## src/rtl/spi_slave.sv

```systemverilog
`default_nettype none
// +----------------------------------------------------------------------------+
// | Module   : spi_slave                                                       |
// | Purpose  : APB-programmed SPI slave, 8-bit MSB-first frames, all four      |
// |            CPOL/CPHA modes, TX/RX byte FIFOs and a sticky status register. |
// | Ports    : PCLK, nREST              clock / async active-low reset         |
// |            PSEL..PWDATA, PRDATA     APB slave (zero wait states)           |
// |            PREADY, PSLVERR          tied 1 / 0                             |
// |            spi_int                  ie & done                              |
// |            pad_spi_*                SPI pads (CS active-low, MISO oen low) |
// | Revision : 1.0 - initial release                                           |
// +----------------------------------------------------------------------------+
module spi_slave #(
  parameter logic [31:0] ADDR_SPISCR = 32'h40004040,
  parameter logic [31:0] ADDR_SPISSR = 32'h40004044,
  parameter logic [31:0] ADDR_SPISDR = 32'h40004048,
  parameter int          FIFO_DEPTH  = 4
) (
  input  logic        PCLK,
  input  logic        nREST,
  input  logic        PSEL,
  input  logic        PENABLE,
  input  logic        PWRITE,
  input  logic [31:0] PADDR,
  input  logic [31:0] PWDATA,
  output logic [31:0] PRDATA,
  output logic        PREADY,
  output logic        PSLVERR,
  output logic        spi_int,
  input  logic        pad_spi_sck_in,
  input  logic        pad_spi_cs_in,
  input  logic        pad_spi_mosi_in,
  output logic        pad_spi_miso_out,
  output logic        pad_spi_miso_oen
);

  localparam int c_PW = (FIFO_DEPTH > 1) ? $clog2(FIFO_DEPTH) : 1;
  localparam int c_CW = $clog2(FIFO_DEPTH + 1);
  localparam logic [c_CW-1:0] c_FULL = c_CW'(FIFO_DEPTH);
  localparam logic [c_PW-1:0] c_LAST = c_PW'(FIFO_DEPTH - 1);

  typedef enum logic [1:0] {IDLE = 2'd0, SHIFT = 2'd1, DONE = 2'd2} state_t;

  function automatic logic [c_PW-1:0] f_inc(input logic [c_PW-1:0] p);
    return (p == c_LAST) ? '0 : p + c_PW'(1);
  endfunction

  // APB decode
  logic w_apb_wr, w_apb_rd, w_sel_scr, w_sel_ssr, w_sel_sdr, w_unused_pwdata;
  assign w_apb_wr  = PSEL & ~PENABLE & PWRITE;
  assign w_apb_rd  = PSEL & PENABLE & ~PWRITE;
  assign w_sel_scr = (PADDR == ADDR_SPISCR);
  assign w_sel_ssr = (PADDR == ADDR_SPISSR);
  assign w_sel_sdr = (PADDR == ADDR_SPISDR);
  assign w_unused_pwdata = ^PWDATA[31:8];
  assign PREADY  = 1'b1;
  assign PSLVERR = 1'b0;

  // Control register
  logic r_ie, r_en, r_cpol, r_cpha;
  always_ff @(posedge PCLK or negedge nREST) begin
    if (!nREST) begin
      {r_cpha, r_cpol, r_en, r_ie} <= 4'b0;
    end else if (w_apb_wr && w_sel_scr) begin
      {r_cpha, r_cpol, r_en, r_ie} <= {PWDATA[4], PWDATA[3], PWDATA[1], PWDATA[0]};
    end
  end

  // Pad synchronizers; idle levels are CS high, SCK low
  logic [1:0] r_sck_sync, r_cs_sync, r_mosi_sync;
  logic       r_sck_d, r_cs_d;
  logic       w_sck_s, w_cs_s, w_mosi_s;
  always_ff @(posedge PCLK or negedge nREST) begin
    if (!nREST) begin
      r_sck_sync  <= 2'b00;
      r_cs_sync   <= 2'b11;
      r_mosi_sync <= 2'b00;
      r_sck_d     <= 1'b0;
      r_cs_d      <= 1'b1;
    end else begin
      r_sck_sync  <= {r_sck_sync[0], pad_spi_sck_in};
      r_cs_sync   <= {r_cs_sync[0], pad_spi_cs_in};
      r_mosi_sync <= {r_mosi_sync[0], pad_spi_mosi_in};
      r_sck_d     <= w_sck_s;
      r_cs_d      <= w_cs_s;
    end
  end
  assign w_sck_s  = r_sck_sync[1];
  assign w_cs_s   = r_cs_sync[1];
  assign w_mosi_s = r_mosi_sync[1];

  logic w_cs_fall, w_lead, w_trail, w_shift_edge, w_sample_edge;
  assign w_cs_fall     = ~w_cs_s & r_cs_d;
  // Leading edge moves SCK away from its CPOL idle level
  assign w_lead        = r_cpol ? (~w_sck_s & r_sck_d) : (w_sck_s & ~r_sck_d);
  assign w_trail       = r_cpol ? (w_sck_s & ~r_sck_d) : (~w_sck_s & r_sck_d);
  assign w_shift_edge  = r_cpha ? w_lead : w_trail;
  assign w_sample_edge = r_cpha ? w_trail : w_lead;

  state_t     r_state;
  logic [7:0] r_tx_shreg, r_rx_shreg;
  logic [3:0] r_bit_cnt;
  logic       r_skip;
  logic       r_done, r_overrun, r_underrun, r_frame_err;

  // TX FIFO: APB pushes, FSM pops
  logic [7:0]      r_tx_mem [FIFO_DEPTH];
  logic [c_PW-1:0] r_tx_wp, r_tx_rp;
  logic [c_CW-1:0] r_tx_cnt;
  logic            w_tx_full, w_tx_empty, w_tx_push, w_tx_req, w_tx_pop;
  logic [7:0]      w_tx_byte;
  assign w_tx_full  = (r_tx_cnt == c_FULL);
  assign w_tx_empty = (r_tx_cnt == '0);
  assign w_tx_push  = w_apb_wr & w_sel_sdr & ~w_tx_full;
  assign w_tx_req   = r_en & (((r_state == IDLE) & w_cs_fall) | ((r_state == DONE) & ~w_cs_s));
  assign w_tx_pop   = w_tx_req & ~w_tx_empty;
  assign w_tx_byte  = w_tx_empty ? 8'h00 : r_tx_mem[r_tx_rp];

  // RX FIFO: FSM pushes, APB data reads pop
  logic [7:0]      r_rx_mem [FIFO_DEPTH];
  logic [c_PW-1:0] r_rx_wp, r_rx_rp;
  logic [c_CW-1:0] r_rx_cnt;
  logic            w_rx_full, w_rx_empty, w_rx_push, w_rx_pop;
  assign w_rx_full  = (r_rx_cnt == c_FULL);
  assign w_rx_empty = (r_rx_cnt == '0);
  assign w_rx_push  = r_en & (r_state == DONE) & ~w_rx_full;
  assign w_rx_pop   = w_apb_rd & w_sel_sdr & ~w_rx_empty;

  always_ff @(posedge PCLK) begin
    if (w_tx_push) r_tx_mem[r_tx_wp] <= PWDATA[7:0];
    if (w_rx_push) r_rx_mem[r_rx_wp] <= r_rx_shreg;
  end

  always_ff @(posedge PCLK or negedge nREST) begin
    if (!nREST) begin
      r_tx_wp  <= '0;
      r_tx_rp  <= '0;
      r_tx_cnt <= '0;
      r_rx_wp  <= '0;
      r_rx_rp  <= '0;
      r_rx_cnt <= '0;
    end else begin
      if (w_tx_push) r_tx_wp <= f_inc(r_tx_wp);
      if (w_tx_pop)  r_tx_rp <= f_inc(r_tx_rp);
      if (w_rx_push) r_rx_wp <= f_inc(r_rx_wp);
      if (w_rx_pop)  r_rx_rp <= f_inc(r_rx_rp);
      r_tx_cnt <= r_tx_cnt + c_CW'(w_tx_push) - c_CW'(w_tx_pop);
      r_rx_cnt <= r_rx_cnt + c_CW'(w_rx_push) - c_CW'(w_rx_pop);
    end
  end

  // Frame FSM and status flags. Flag clears come first so a set in the
  // same cycle overrides them.
  always_ff @(posedge PCLK or negedge nREST) begin
    if (!nREST) begin
      r_state     <= IDLE;
      r_tx_shreg  <= 8'h00;
      r_rx_shreg  <= 8'h00;
      r_bit_cnt   <= 4'd0;
      r_skip      <= 1'b0;
      r_done      <= 1'b0;
      r_overrun   <= 1'b0;
      r_underrun  <= 1'b0;
      r_frame_err <= 1'b0;
    end else begin
      if (w_apb_wr && w_sel_ssr) begin
        if (PWDATA[0]) r_done      <= 1'b0;
        if (PWDATA[1]) r_overrun   <= 1'b0;
        if (PWDATA[2]) r_underrun  <= 1'b0;
        if (PWDATA[3]) r_frame_err <= 1'b0;
      end
      if (!r_en) begin
        r_state <= IDLE;
      end else begin
        case (r_state)
          IDLE: begin
            if (w_cs_fall) begin
              r_tx_shreg <= w_tx_byte;
              if (w_tx_empty) r_underrun <= 1'b1;
              r_bit_cnt  <= 4'd8;
              // CPHA=1: MISO already shows bit 7, so the first leading edge must not shift
              r_skip     <= r_cpha;
              r_state    <= SHIFT;
            end
          end
          SHIFT: begin
            if (w_cs_s) begin
              // A CS rise before any bit is sampled just ends a back-to-back
              // run; only a truncated frame is an error.
              if (r_bit_cnt != 4'd8) r_frame_err <= 1'b1;
              r_state <= IDLE;
            end else begin
              if (w_shift_edge) begin
                if (r_skip) r_skip     <= 1'b0;
                else        r_tx_shreg <= {r_tx_shreg[6:0], 1'b0};
              end
              if (w_sample_edge) begin
                r_rx_shreg <= {r_rx_shreg[6:0], w_mosi_s};
                r_bit_cnt  <= r_bit_cnt - 4'd1;
                if (r_bit_cnt == 4'd1) r_state <= DONE;
              end
            end
          end
          DONE: begin
            r_done <= 1'b1;
            if (w_rx_full) r_overrun <= 1'b1;
            if (!w_cs_s) begin
              r_tx_shreg <= w_tx_byte;
              if (w_tx_empty) r_underrun <= 1'b1;
              r_bit_cnt  <= 4'd8;
              // CPHA=1 skips the first leading edge; CPHA=0 skips the trailing
              // edge of the previous frame's last bit, still to come.
              r_skip     <= 1'b1;
              r_state    <= SHIFT;
            end else begin
              r_state <= IDLE;
            end
          end
          default: r_state <= IDLE;
        endcase
      end
    end
  end

  assign spi_int          = r_ie & r_done;
  assign pad_spi_miso_out = r_tx_shreg[7];
  assign pad_spi_miso_oen = ~(~w_cs_s & r_en);

  always_comb begin
    PRDATA = 32'h0;
    if (w_sel_scr)
      PRDATA = {24'b0, 3'b0, r_cpha, r_cpol, 1'b0, r_en, r_ie};
    else if (w_sel_ssr)
      PRDATA = {24'b0, w_rx_empty, w_rx_full, w_tx_empty, w_tx_full,
                r_frame_err, r_underrun, r_overrun, r_done};
    else if (w_sel_sdr)
      PRDATA = {24'b0, (w_rx_empty ? 8'h00 : r_rx_mem[r_rx_rp])};
  end

endmodule
`default_nettype wire

```

## config.mk

```make
export PLATFORM = sky130hd
export DESIGN_NAME = spi_slave
export DESIGN_NICKNAME = d
export VERILOG_FILES = /design/src/rtl/spi_slave.sv
export SDC_FILE = /design/constraint.sdc
export NUM_CORES = 1
export LEC_CHECK = 0
export CAP_MARGIN = 10
export CORE_MARGIN = 2
export CORE_UTILIZATION = 30
export CTS_CLUSTER_SIZE = 14
export DETAILED_ROUTE_END_ITERATION = 12
export PLACE_DENSITY = 0.62
export SYNTH_ARGS = -nofsm -noshare
export SYNTH_HDL_FRONTEND = slang
export SYNTH_SLANG_ARGS = --single-unit
```

## constraint.sdc

```tcl
create_clock -name PCLK -period 2.3 [get_ports PCLK]
set_clock_uncertainty 0.05 [all_clocks]
set_input_delay 0.345 -clock PCLK [delete_from_list [all_inputs] [get_ports PCLK]]
set_output_delay 0.345 -clock PCLK [all_outputs]
set_load 0.01 [all_outputs]
```

== Word-level counts from Yosys, hierarchy flattened ==
Memories as Yosys holds them, arrays and structs flattened.
Cells that the tools add are included.

* Add/subtract/negate cells: 9
* Bitwise logic cells: 30
* Reduce and logical (&&, ||, !) cells: 11
* Equal/unequal tests: 22
* Multiplexer cells: 62

{| class="wikitable"
|+ Operator list
! cell !! count
|-
| $eq A32 B31 Y1 const B || 3
|-
| $mux W8 || 10
|-
| $mux W1 || 34
|-
| $pmux W8 S3 || 1
|-
| $and A1 B1 Y1 || 19
|-
| $mux W2 || 9
|-
| $mux W4 || 4
|-
| $ne A2 B2 Y1 const B || 6
|-
| $ne A4 B4 Y1 const B || 3
|-
| $pmux W4 S3 || 1
|-
| $reduce_and A6 Y1 || 2
|-
| $eq A2 B2 Y1 const B || 5
|-
| $not A1 Y1 || 10
|-
| $add A2 B1 Y2 const B || 4
|-
| $reduce_and A7 Y1 || 1
|-
| $add A3 B1 Y3 || 2
|-
| $eq A3 B3 Y1 const B || 2
|-
| $logic_not A3 Y1 || 2
|-
| $pmux W2 S3 || 1
|-
| $sub A3 B1 Y3 || 2
|-
| $eq A4 B1 Y1 const B || 1
|-
| $reduce_and A4 Y1 || 1
|-
| $sub A4 B1 Y4 const B || 1
|-
| $ne A3 B3 Y1 const B || 1
|-
| other kinds (8) || 9
|}

* Output and inout bits: 37
* Input port bits: 72
* Flip-flop bits (word level): 53
* Logic and storage cells: 160
* Bits in writable memories: 64
* Memories kept: 2

{| class="wikitable"
|+ Memories
! name !! words !! width !! rd ports !! clocked after Yosys merged registers in !! wr ports !! line !! RTL
|-
| r_rx_mem || 4 || 8 || 1 || 0 || 1 || 120 || <nowiki>logic [7:0] r_rx_mem [FIFO_DEPTH];</nowiki>
|-
| r_tx_mem || 4 || 8 || 1 || 0 || 1 || 107 || <nowiki>logic [7:0] r_tx_mem [FIFO_DEPTH];</nowiki>
|}

== Longest topological paths before layout ==
Gate-level depths: netlist (run 1).

* Depth after elaboration: 9
* Depth in mapped cells: 12
* Depth with buffers taken out: 12

== Worst setup path after synthesis (run 1) ==
No wires, ideal clock.

* Kind: input-to-reg
* Start point: input port PADDR[13]
* End point: register r_rx_cnt[2]
* Setup time: 0.123 ns
* Cell stages on the path: 12
* Arrival time: 2.497 ns
* Data required time: 2.127 ns
* Buffers on the path: 1
* Path slack: -0.370 ns
* Path through: nor4b_1 -> nand2_1 -> or2_0 -> clkbuf_1 -> nor3_1 -> ha_1 -> inv_1 -> ha_1 -> inv_1 -> fa_1 -> xnor2_1 -> xnor2_1

* Longest elaborated chain between the ends: 4

{| class="wikitable"
|+ RTL lines
! element !! line !! RTL
|-
| start: declaration || 24 || <nowiki>input logic [31:0] PADDR,</nowiki>
|-
| $eq A32 B31 Y1 || 54 || <nowiki>assign w_sel_sdr = (PADDR == ADDR_SPISDR);</nowiki>
|-
| $and A1 B1 Y1 (2 in series) || 127 || <nowiki>assign w_rx_pop = w_apb_rd & w_sel_sdr & ~w_rx_empty;</nowiki>
|-
| named net w_rx_pop || 123 || <nowiki>logic w_rx_full, w_rx_empty, w_rx_push, w_rx_pop;</nowiki>
|-
| $sub A3 B1 Y3 || 148 || <nowiki>r_rx_cnt <= r_rx_cnt + c_CW'(w_rx_push) - c_CW'(w_rx_pop);</nowiki>
|-
| end signal: assignment || 148 ||
|-
| end: declaration || 122 || <nowiki>logic [c_CW-1:0] r_rx_cnt;</nowiki>
|}

The timed path passes the listed nets, and every way through them passes these cells.
A chain may end at the register's enable or synchronous reset.

== Final worst setup path (run 1) ==
* Start point: register r_rx_rp[0]
* End point: output port PRDATA[0]

* Longest elaborated chain between the ends: 5

{| class="wikitable"
|+ RTL lines
! element !! line !! RTL
|-
| start: declaration || 121 || <nowiki>logic [c_PW-1:0] r_rx_wp, r_rx_rp;</nowiki>
|-
| start signal: assignment || 146 || <nowiki>if (w_rx_pop) r_rx_rp <= f_inc(r_rx_rp);</nowiki>
|-
| $mem_v2 Z4 W8 || n/a ||
|-
| $mux W8 || 237 || <nowiki>PRDATA = {24'b0, (w_rx_empty ? 8'h00 : r_rx_mem[r_rx_rp])};</nowiki>
|-
| $mux W8 || 236 || <nowiki>else if (w_sel_sdr)</nowiki>
|-
| $mux W8 || 233 || <nowiki>else if (w_sel_ssr)</nowiki>
|-
| $mux W8 || 231 || <nowiki>if (w_sel_scr)</nowiki>
|-
| end: declaration || 26 || <nowiki>output logic [31:0] PRDATA,</nowiki>
|}

No other way between the ends.

==> implementation parameters, run 1 <==
Parameter                              Value

Flow run
  Max-capacitance violation count ... 0

Floorplanning
  DIE HEIGHT ... around 140 µm
  Core footprint ... 0.01871 mm²
  I/O pin cnt ... 109
  Die Footprint ... roughly 0.020 mm²
  Die Width ... 141.9 µm
  Starting utilization of the core area ... roughly 30%
  Placement Rows ... 50

Yosys
  Fraction of the mapped netlist area in compound gates ... 5.552%
  Multiplexer share of the synthesized area ... 13.25%
  Post-synthesis area per instance ... 14.40 µm²
  Number of storage elements in the synthesis netlist ... 117
  Number of warning messages in the yosys log ... 0
  Synth area leaders ... edfxtp_1, dfrtp_1, mux4_2, ha_1, buf_4
  Portion of the post-synthesis area used by sequential elements ... between 50% and 60%
  Netlist area before placement ... 0.005702 mm²
  Share of flip-flops with an asynchronous set or reset after synthesis ... 45.30%
  Synth Area in Adders ... 5.091%
  Main combinational cell family by area after synthesis ... multiplexers
  Count of cell types in the netlist ... between 50 and 60
  Area fraction of the dominant cell type after synthesis ... 33.71%
  Top cell type by total area after synthesis ... edfxtp_1
  Area share of xor/xnor cells in the synthesized design ... 0.8997%
  Post-synthesis share of cell area spent on and, or, nand and nor gates ... between 10 and 15%
  Dominant register cell in the synthesized netlist ... edfxtp_1
  Synthesized instance count ... about 400
  Count of flip-flops with a built-in enable after synthesis ... 64

STA
  Final count of negative-setup-slack endpoints ... 2
  RSZ-0062 raised after global routing ... yes
  Setup TNS ... -51.37 ps
  Number of slew-limit violations in the final report ... 0
  Share of the cycle needed by the critical path after routing ... 102.1%
  Shortest period the worst path allows ... 2348 ps
  Actual transition at the worst max-transition pin ... approximately 600 ps
  F_max ... 426.0 MHz
  Worst Setup Slack, final ... -47.68 ps
  Max-slew headroom ... 59.09%
  Count of final hold-check violations ... 0

Setup path
  CP max FO ... 3
  Cell Chain, Critical Path ... buf_6 > mux4_2 > and3_4 > o21a_1 > buf_2
  Startpoint type of the worst setup path ... register
  Critical path start-end classification ... reg -> out
  Data arrival at the endpoint of the critical path ... approximately 2000 ps
  Category of the worst setup path capture point ... output pin
  Slowest-stage cell, CP ... mux4_2
  CP peak stage delay ... 510 ps
  Worst path buffer plus inverter count ... 2
  Required time worst endpoint ... 1900 ps
  Cell type group with the largest total delay on the critical path ... multiplexers

Power
  Switching power of the nets ... 1.033 mW
  Switching power as a share of total power ... a little over a fifth
  Internal power component ... 3.816 mW
  Part of the total power dissipated in combinational logic ... under 10%
  LEAKAGE ... 3.060 nW
  VDD IR max ... 0.3980 mV
  Fraction of power consumed by sequential logic ... 45.8%
  Total power ... 4.850 mW
  Clock power share ... 50.0%
  Power density over the cells ... approximately 630 mW/mm²

Route
  Number of DRC markers in iteration 0 ... 182
  Routed length per instance ... 16.16 µm
  Mean number of vias per cell ... 4.641
  Number of DRC violations after detailed routing ... 0
  Total iterations of the first detailed-routing run ... 4
  Remaining antenna violation count after routing ... 0
  Via count ... between 3,000 and 4,000
  Total Wirelength ... between 10,000 and 15,000 µm

Finish
  Antenna cells ... 0
  Proportion of layout cells with a drive suffix above 1 ... between 40% and 50%
  Final net count ... around 620
  Area growth from synthesis to layout ... 34.15%

Clock tree
  Clock transition time at the flip-flop clock pins of the worst setup and hold paths ... about 60 ps
  Total CTS buffers ... 17
  Insertion delay of the later-clocked pin in the worst-skew pair ... 410 ps
  Buffer cell driving the clock tree root ... clkbuf_16
  H-Tree Level Count ... 4
  Clock Sink Count ... 117
  TritonCTS clock tree ... done
  Clk buf depth ... 2

Global routing
  Initial antenna violation count ... 0
  Leftover overflow at the end of global routing ... 0
  First-pass GRT wire length ... 19,810 µm
  Number of global-route vias before repair ... 3,737
  Maximum number of pins on one net before global-route repair ... 22
  GRT Total Usage ... 12.99%

Place
  DP HPWL ... 9035 µm
  Count of buffers inserted at the top-level ports ... 58
  Routability congestion estimate from global placement ... between 0.7 and 0.8

Outcome
  Run status ... finished, violations left
  Violated checks ... negative setup slack

Hold path
  Worst Hold Class ... reg -> reg
[worst reg2reg max path, cell delays in order, from the launching register on]
cell,delay [ps]
dfrtp_1,380
or3_4,440
nand4_4,100
nor3_2,50
ha_1,290
inv_1,60
ha_2,170
inv_2,40
fa_2,340
xnor2_2,150
xnor2_1,130
[synthesized netlist by cell type, drive strengths merged, types with 5 or more instances]
cell type / count
a21oi: 9
a22o: 7
and2: 10
buf: 31
clkbuf: 6
dfrtp: 50
edfxtp: 64
ha: 20
inv: 23
mux2: 27
mux2i: 5
mux4: 16
nand2: 15
nand2b: 9
nand3: 5
nor2: 14
nor2b: 8
nor3: 9
nor4: 9
nor4b: 5
o21ai: 8
[cells in the final DEF (no fill, tap or decap), drive strengths merged, types with 15 or more instances in the layout]
cell,count
conb,26
mux4,16
edfxtp,64
inv,23
dfrtp,50
ha,20
clkbuf,25
buf,84
mux2,27
nand2,15
[repair_timing]
item / CTS / global route
endpoints found under the setup margin: 12 / 29
setup buffers: 8 / 3
pin swaps: 34 / 21
endpoints found under the hold margin: 19 / 0
gates resized for setup: 155 / 37
hold buffers: 1 / 0
[power by group through the flow]
stage / Combinational, mW / Clock (mW) / Sequential (mW)
2_1_floorplan: 0.0898 / 0 / 2.26
3_3_place_gp: 0.201 / 0 / 2.26
3_5_place_dp: 0.206 / 0 / 2.26
4_1_cts: 0.200 / 2.47 / 2.22
5_1_grt: 0.221 / 2.57 / 2.22
6_report: 0.202 / 2.43 / 2.22
[sequential cells by signal, summed over array words and instances, names as in the netlist, 3 cells and up]
name        flops
r_bit_cnt       4
r_rx_cnt        3
r_rx_mem       32
r_rx_shreg      8
r_tx_cnt        3
r_tx_mem       32
r_tx_shreg      8
[stage by stage]
| step | hold WS [ps] | cell area [µm²] | worst slack [ps] | cells | util [%] |
|---|---|---|---|---|---|
| floorplan | -0.5911 | 5813 | -344.7 | 420 | - |
| finish | 300.4 | 7649 | -47.68 | 769 | 40.89 |
| CTS | 300.4 | 7564 | -89.66 | 766 | 40.43 |
| detailed placement | 287.2 | 6862 | -745.0 | 726 | 36.68 |
| global route | 312.2 | 7649 | -117.8 | 769 | 40.89 |
| global placement | 288.6 | 6862 | -682.2 | 726 | 36.68 |
[cells by family (layout without fill, tap and decap cells)]
group	after synthesis	after routing
DFF	117	117
and+or+nand+nor	98	98
buffers and inverters	60	175
muxes	48	48
AOI/OAI and AO/OA	44	44
adders and majority gates	22	22
xor gates and xnor gates	5	5
other	2	26
[final timing paths]
kind	start	endpoint	slack (ps)	cells after the start
min	r_mosi_sync[0]	r_mosi_sync[1]	300	0
max reg2reg	r_rx_cnt[0]	r_rx_cnt[2]	0	10
max	r_rx_rp[0]	PRDATA[0]	-50	5
min in group asynchronous	nREST	r_rx_rp[0]	410	2
min reg2reg	r_mosi_sync[0]	r_mosi_sync[1]	300	0
max in group asynchronous	nREST	r_cs_sync[0]	1040	3
[layout make-up]
class / instances / area [µm²]
repair buffers: 120 / 1026
clock inverters: 12 / 108.9
fillers: 1696 / 11060
inverters: 23 / 86.33
multi-input cells: 243 / 2432
flip-flops and latches: 117 / 3256
clock buffers: 20 / 446.7
well taps: 234 / 292.8
[layer usage]
metal / vias to the layer above / GRT usage [%] / wire length (µm) / part of all wire, %
met1: 1801 / 16.05 / 5345 / 43
met5: - / 0 / 0 / 0
li1: 1658 / - / - / -
met3: 19 / 3.341 / 410 / 3.3
met2: 91 / 22.05 / 6456 / 52
met4: 0 / 4.737 / 216 / 1.7
(Power assumes the default switching activity.)
==> inputs of run 2 (changes only) <==
--- a/config.mk
+++ b/config.mk
@@ -7,10 +7,11 @@
 export LEC_CHECK = 0
 export CAP_MARGIN = 10
 export CORE_MARGIN = 2
-export CORE_UTILIZATION = 30
+export CORE_UTILIZATION = 47
 export CTS_CLUSTER_SIZE = 14
 export DETAILED_ROUTE_END_ITERATION = 12
-export PLACE_DENSITY = 0.62
+export PLACE_DENSITY = 0.85
+export SLEW_MARGIN = 10
 export SYNTH_ARGS = -nofsm -noshare
 export SYNTH_HDL_FRONTEND = slang
 export SYNTH_SLANG_ARGS = --single-unit
==> implementation parameters, run 2 (synthesis gave the netlist of run 1 again) <==
Parameter                              Value

Outcome
  Run status ... finished, violations left
  Violated checks ... negative setup slack

Setup path
  Slowest-stage cell, CP ... dfrtp_1
  Reg2reg path depth ... 12
  R2r startpoint ... r_state[0]
  Data arrival at the endpoint of the critical path ... approximately 2600 ps
  Cell Chain, Critical Path ... inv_2 > ha_4 > nand2_4 > a21oi_2 > inv_1 > ha_1 > inv_1 > ha_2 > inv_2 > fa_2 > xnor2_2 > xnor2_1
  Required time worst endpoint ... between 2000 and 3000 ps
  Category of the worst setup path capture point ... register
  First element of the critical path ... r_state[0]
  Worst setup endpoint ... r_rx_cnt[2]
  Critical path start-end classification ... reg -> reg
  Reg-to-Reg End ... r_rx_cnt[2]
  R2R Setup Slk ... -60 ps
  CP peak stage delay ... 400 ps
  CP max FO ... 4
  Startpoint type of the worst setup path ... register

Global routing
  First-pass GRT wire length ... 20,380 µm
  GRT Total Usage ... 20.91%
  Leftover overflow at the end of global routing ... 0
  Initial antenna violation count ... 0
  Number of global-route vias before repair ... 3,861
  Maximum number of pins on one net before global-route repair ... 42

Route
  Routed length per instance ... 19.20 µm
  Remaining antenna violation count after routing ... 0
  Via count ... 3,713
  Number of DRC violations after detailed routing ... 0
  Mean number of vias per cell ... between 5 and 6
  Total iterations of the first detailed-routing run ... 7
  Number of DRC markers in iteration 0 ... 205
  Total Wirelength ... 13,050 µm

Floorplanning
  Core footprint ... 0.01191 mm²
  Starting utilization of the core area ... between 40% and 50%
  Die Width ... 114.1 µm
  Placement Rows ... 40
  DIE HEIGHT ... 114.1 µm
  Die Footprint ... 0.01303 mm²
  I/O pin cnt ... between 100 and 150

Power
  VDD IR max ... 0.4768 mV
  LEAKAGE ... approximately 3.1 nW
  Power density over the cells ... ~670 mW/mm²

STA
  Max-slew headroom ... 60.66%
  Number of slew-limit violations in the final report ... 0
  Actual transition at the worst max-transition pin ... 590.1 ps
  Shortest period the worst path allows ... 2358 ps
  Count of final hold-check violations ... 0
  Final count of negative-setup-slack endpoints ... 2
  RSZ-0062 raised after global routing ... yes
  Min Hold Slack ... 291.3 ps
  F_max ... roughly 420 MHz
  Share of the cycle needed by the critical path after routing ... 102.5%
  Worst Setup Slack, final ... -58.27 ps

Finish
  Non-filler cells, final ... 680
  Filler Cell Count ... between 800 and 900
  Area growth from synthesis to layout ... 35.11%
  Proportion of layout cells with a drive suffix above 1 ... between 30% and 40%
  Antenna cells ... 0
  Most frequent standard cell in the layout excluding fill and tap cells ... edfxtp_1
  Commonest cells after routing, fill and taps aside ... edfxtp_1, dfrtp_1, buf_4
  Area of all placed cells without fillers ... 0.007704 mm²
  Final net count ... around 610
  Largest registers ... r_rx_mem (32), r_tx_mem (32)

Clock tree
  H-Tree Level Count ... 4
  Buffer cell driving the clock tree root ... clkbuf_16
  Clock Sink Count ... ~120
  Clk buf depth ... 2
  TritonCTS clock tree ... done
  Clock transition time at the flip-flop clock pins of the worst setup and hold paths ... 60 ps
  Insertion delay of the later-clocked pin in the worst-skew pair ... 420 ps
  Total CTS buffers ... 17

Place
  Post-place setup slack ... -757.4 ps
  Count of buffers inserted at the top-level ports ... slightly below 60
  Routability congestion estimate from global placement ... 0.8145
  Placed cell count ... between 600 and 700
  DP HPWL ... roughly 8400 µm
  Post-placement cell area ... ~0.0067 mm²

Flow run
  Max-capacitance violation count ... 0

Hold path
  Worst Hold Class ... in -> reg
-- run 2: cell count changes in the layout (fill, tap and decap cells not counted), sizes merged --
cell,previous run,this run
dlymetal6s2s,3,1
clkdlybuf4s15,7,8
clkbuf,25,19
clkdlybuf4s50,14,19
buf,84,80
clkinv,6,2
dlygate4sd2,6,9
inv,23,26
bufinv,1,3
-- run 2: per-stage QoR --
stage	TNS, ps	total power [mW]	utilization, %
6_report	-74.28	5.181	64.67
2_1_floorplan	-993.7	2.349	-
3_3_place_gp	-12860	2.455	56.23
5_1_grt	-879.0	5.333	64.67
4_1_cts	-210.3	5.221	63.20
3_5_place_dp	-13640	2.460	56.23
-- run 2: worst min-delay path by stage --
stage	start	end	slack, ps	depth (start not counted)
floorplan	nREST	r_bit_cnt[0]	-0.6	0
global placement	nREST	r_sck_sync[0]	200	1
detailed placement	nREST	r_sck_sync[0]	210	1
CTS	pad_spi_cs_in	r_cs_sync[0]	270	1
global route	pad_spi_cs_in	r_cs_sync[0]	280	1
finish	pad_spi_cs_in	r_cs_sync[0]	290	1
-- run 2: report_power, final --
part | leakage, nW | switching, mW | internal [mW]
Sequential | 1.20 | 0.00495 | 2.22
Clock | 0.289 | 0.985 | 1.77
Combinational | 1.64 | 0.108 | 0.0955
-- run 2: final cells by class --
cell class,count,area [µm²],area share [%]
Clock inverter,13,171.4,2.225
Sequential cell,117,3252,42.21
Clock buffer,19,452.9,5.879
Tap cell,147,183.9,2.388
Timing Repair Buffer,118,1057,13.72
Multi-Input combinational cell,243,2497,32.42
Inverter,23,88.84,1.153
-- run 2: worst max-delay path, delay by kind of cell (launching register included) --
kind | cells | cell delay, ps
adders and majority gates | 4 | 990
DFF | 1 | 400
buffers and inverters | 4 | 290
xor gates and xnor gates | 2 | 270
AOI/OAI and AO/OA | 1 | 150
and+or+nand+nor | 1 | 70
-- run 2: layer usage --
metal	GRT usage, %	wire length (µm)
met1	23.57	4919
met2	37.42	7208
met3	5.823	601
met4	8.537	324
met5	0	0
-- run 2: repair_timing --
item / CTS / global route
pin swaps: 36 / 22
endpoints found under the hold margin: 12 / 0
setup endpoints to repair: 19 / 13
gates resized for setup: 149 / 28
gates cloned: 0 / 0
buffers inserted: 13 / 5
hold buffers: 1 / 0
==> edit 1, RTL diff (config.mk and constraints of run 1) <==
`FIFO_DEPTH`: 4 -> 8.
--- a/src/rtl/spi_slave.sv
+++ b/src/rtl/spi_slave.sv
@@ -14,7 +14,7 @@
   parameter logic [31:0] ADDR_SPISCR = 32'h40004040,
   parameter logic [31:0] ADDR_SPISSR = 32'h40004044,
   parameter logic [31:0] ADDR_SPISDR = 32'h40004048,
-  parameter int          FIFO_DEPTH  = 4
+  parameter int          FIFO_DEPTH  = 8
 ) (
   input  logic        PCLK,
   input  logic        nREST,
Formal check against the unedited RTL: not equivalent (a bounded check fails within 10 cycles, from zero or initial values).
==> edit 1 against run 1 <==
- the run still ends with negative setup slack left
- design area up 40%
- via count up 36%
- sequential cell count up 70
- worst setup slack worse by 0.12 ns
- maximum frequency down 4.7%
- register-to-register slack better by 0.03 ns
- critical path type unchanged
- synthesized area up 46%
- wire length up 41%
- utilization down 2.0 points
- total power up 39%
==> edit 1: results (changes against run 1) <==
qor: route.first_iter_violations 328 [+80%]
qor: timing.finalWorstSetupSlack -0.164 ns [-0.116 ns]
qor: route.routed_via_density 4.55 [-1.9%]
qor: grt.grt_use_total 12.7% [-0.32 points]
qor: route.detailedRoute.firstPassIterationCount 5 [+1]
qor: route.wl_met1 7.86 mm [+47%]
qor: synth.ff_latch_count_synth 187 [+60%]
qor: timing.setup-violations-final 10 [+8]
qor: cells_and_area.fill_cells 2535 [+49%]
qor: cells_and_area.buffers 152 [+27%]
qor: run_status.failing_checks negative setup slack
qor: cells_and_area.instances_no_fill 1064 [+38%]
qor: cells_and_area.share_of_the_final_layout_cell_area_in_multi_input_gates 28.0% [-3.8 points]
qor: power_and_ir_drop.comb_power_share 3.0% [-1.2 points]
qor: synth.synth_compound_area_share 4.47% [-1.1 points]
qor: cts.clk_pin_slew_worst_paths 0.08 ns [+0.02 ns]
qor: timing.final.setup.tns -1.20 ns [-1.15 ns]
qor: power_and_ir_drop.static-leakage-power 0.00398 uW [+30%]
qor: hold_path.hold_depth 1 [+1]
qor: grt.global_route_wire_length_before_repair 27.8 mm [+40%]
qor: timing.worstMarginPinSlew 0.676 ns [+0.0628 ns]
qor: power_and_ir_drop.power.density 628 nW/um2 [-1.0%]
qor: synth.post_synth_most_frequent_cells edfxtp_1, dfrtp_1, mux4_2
qor: cells_and_area.seq_share 49.7% [+7.2 points]
qor: grt.grtUsageMet1 16.8% [+0.74 points]
qor: cells_and_area.layout.nets 774 [+26%]
qor: run_status.run_status finished with violations
qor: cts.post_cts_resized 102 [-34%]
qor: grt.number_of_global_route_vias_before_repair 4889 [+31%]
edit 1: changes by cell type after synthesis, sizes merged, moves of 7 or more:
| cell | before | now |
|---|---|---|
| edfxtp | 64 | 128 |
| mux4 | 16 | 32 |
| a21oi | 9 | 21 |
| and2 | 10 | 3 |
| ha | 20 | 27 |
edit 1: final timing paths:
kind | startpoint | to | slack [ns]
max in group asynchronous | nREST | r_cs_sync[0]$_DFF_PN1_ | 1.46
hold / removal | pad_spi_mosi_in | r_mosi_sync[0]$_DFF_PN0_ | 0.30
min in group asynchronous | nREST | r_rx_shreg[7]$_DFFE_PN0P_ | 0.36
setup / recovery | r_rx_rp[0]$_DFFE_PN0P_ | PRDATA[2] | -0.16
hold reg to reg | r_mosi_sync[0]$_DFF_PN0_ | r_mosi_sync[1]$_DFF_PN0_ | 0.30
setup reg to reg | r_rx_cnt[3]$_DFF_PN0_ | r_rx_cnt[1]$_DFF_PN0_ | 0.03
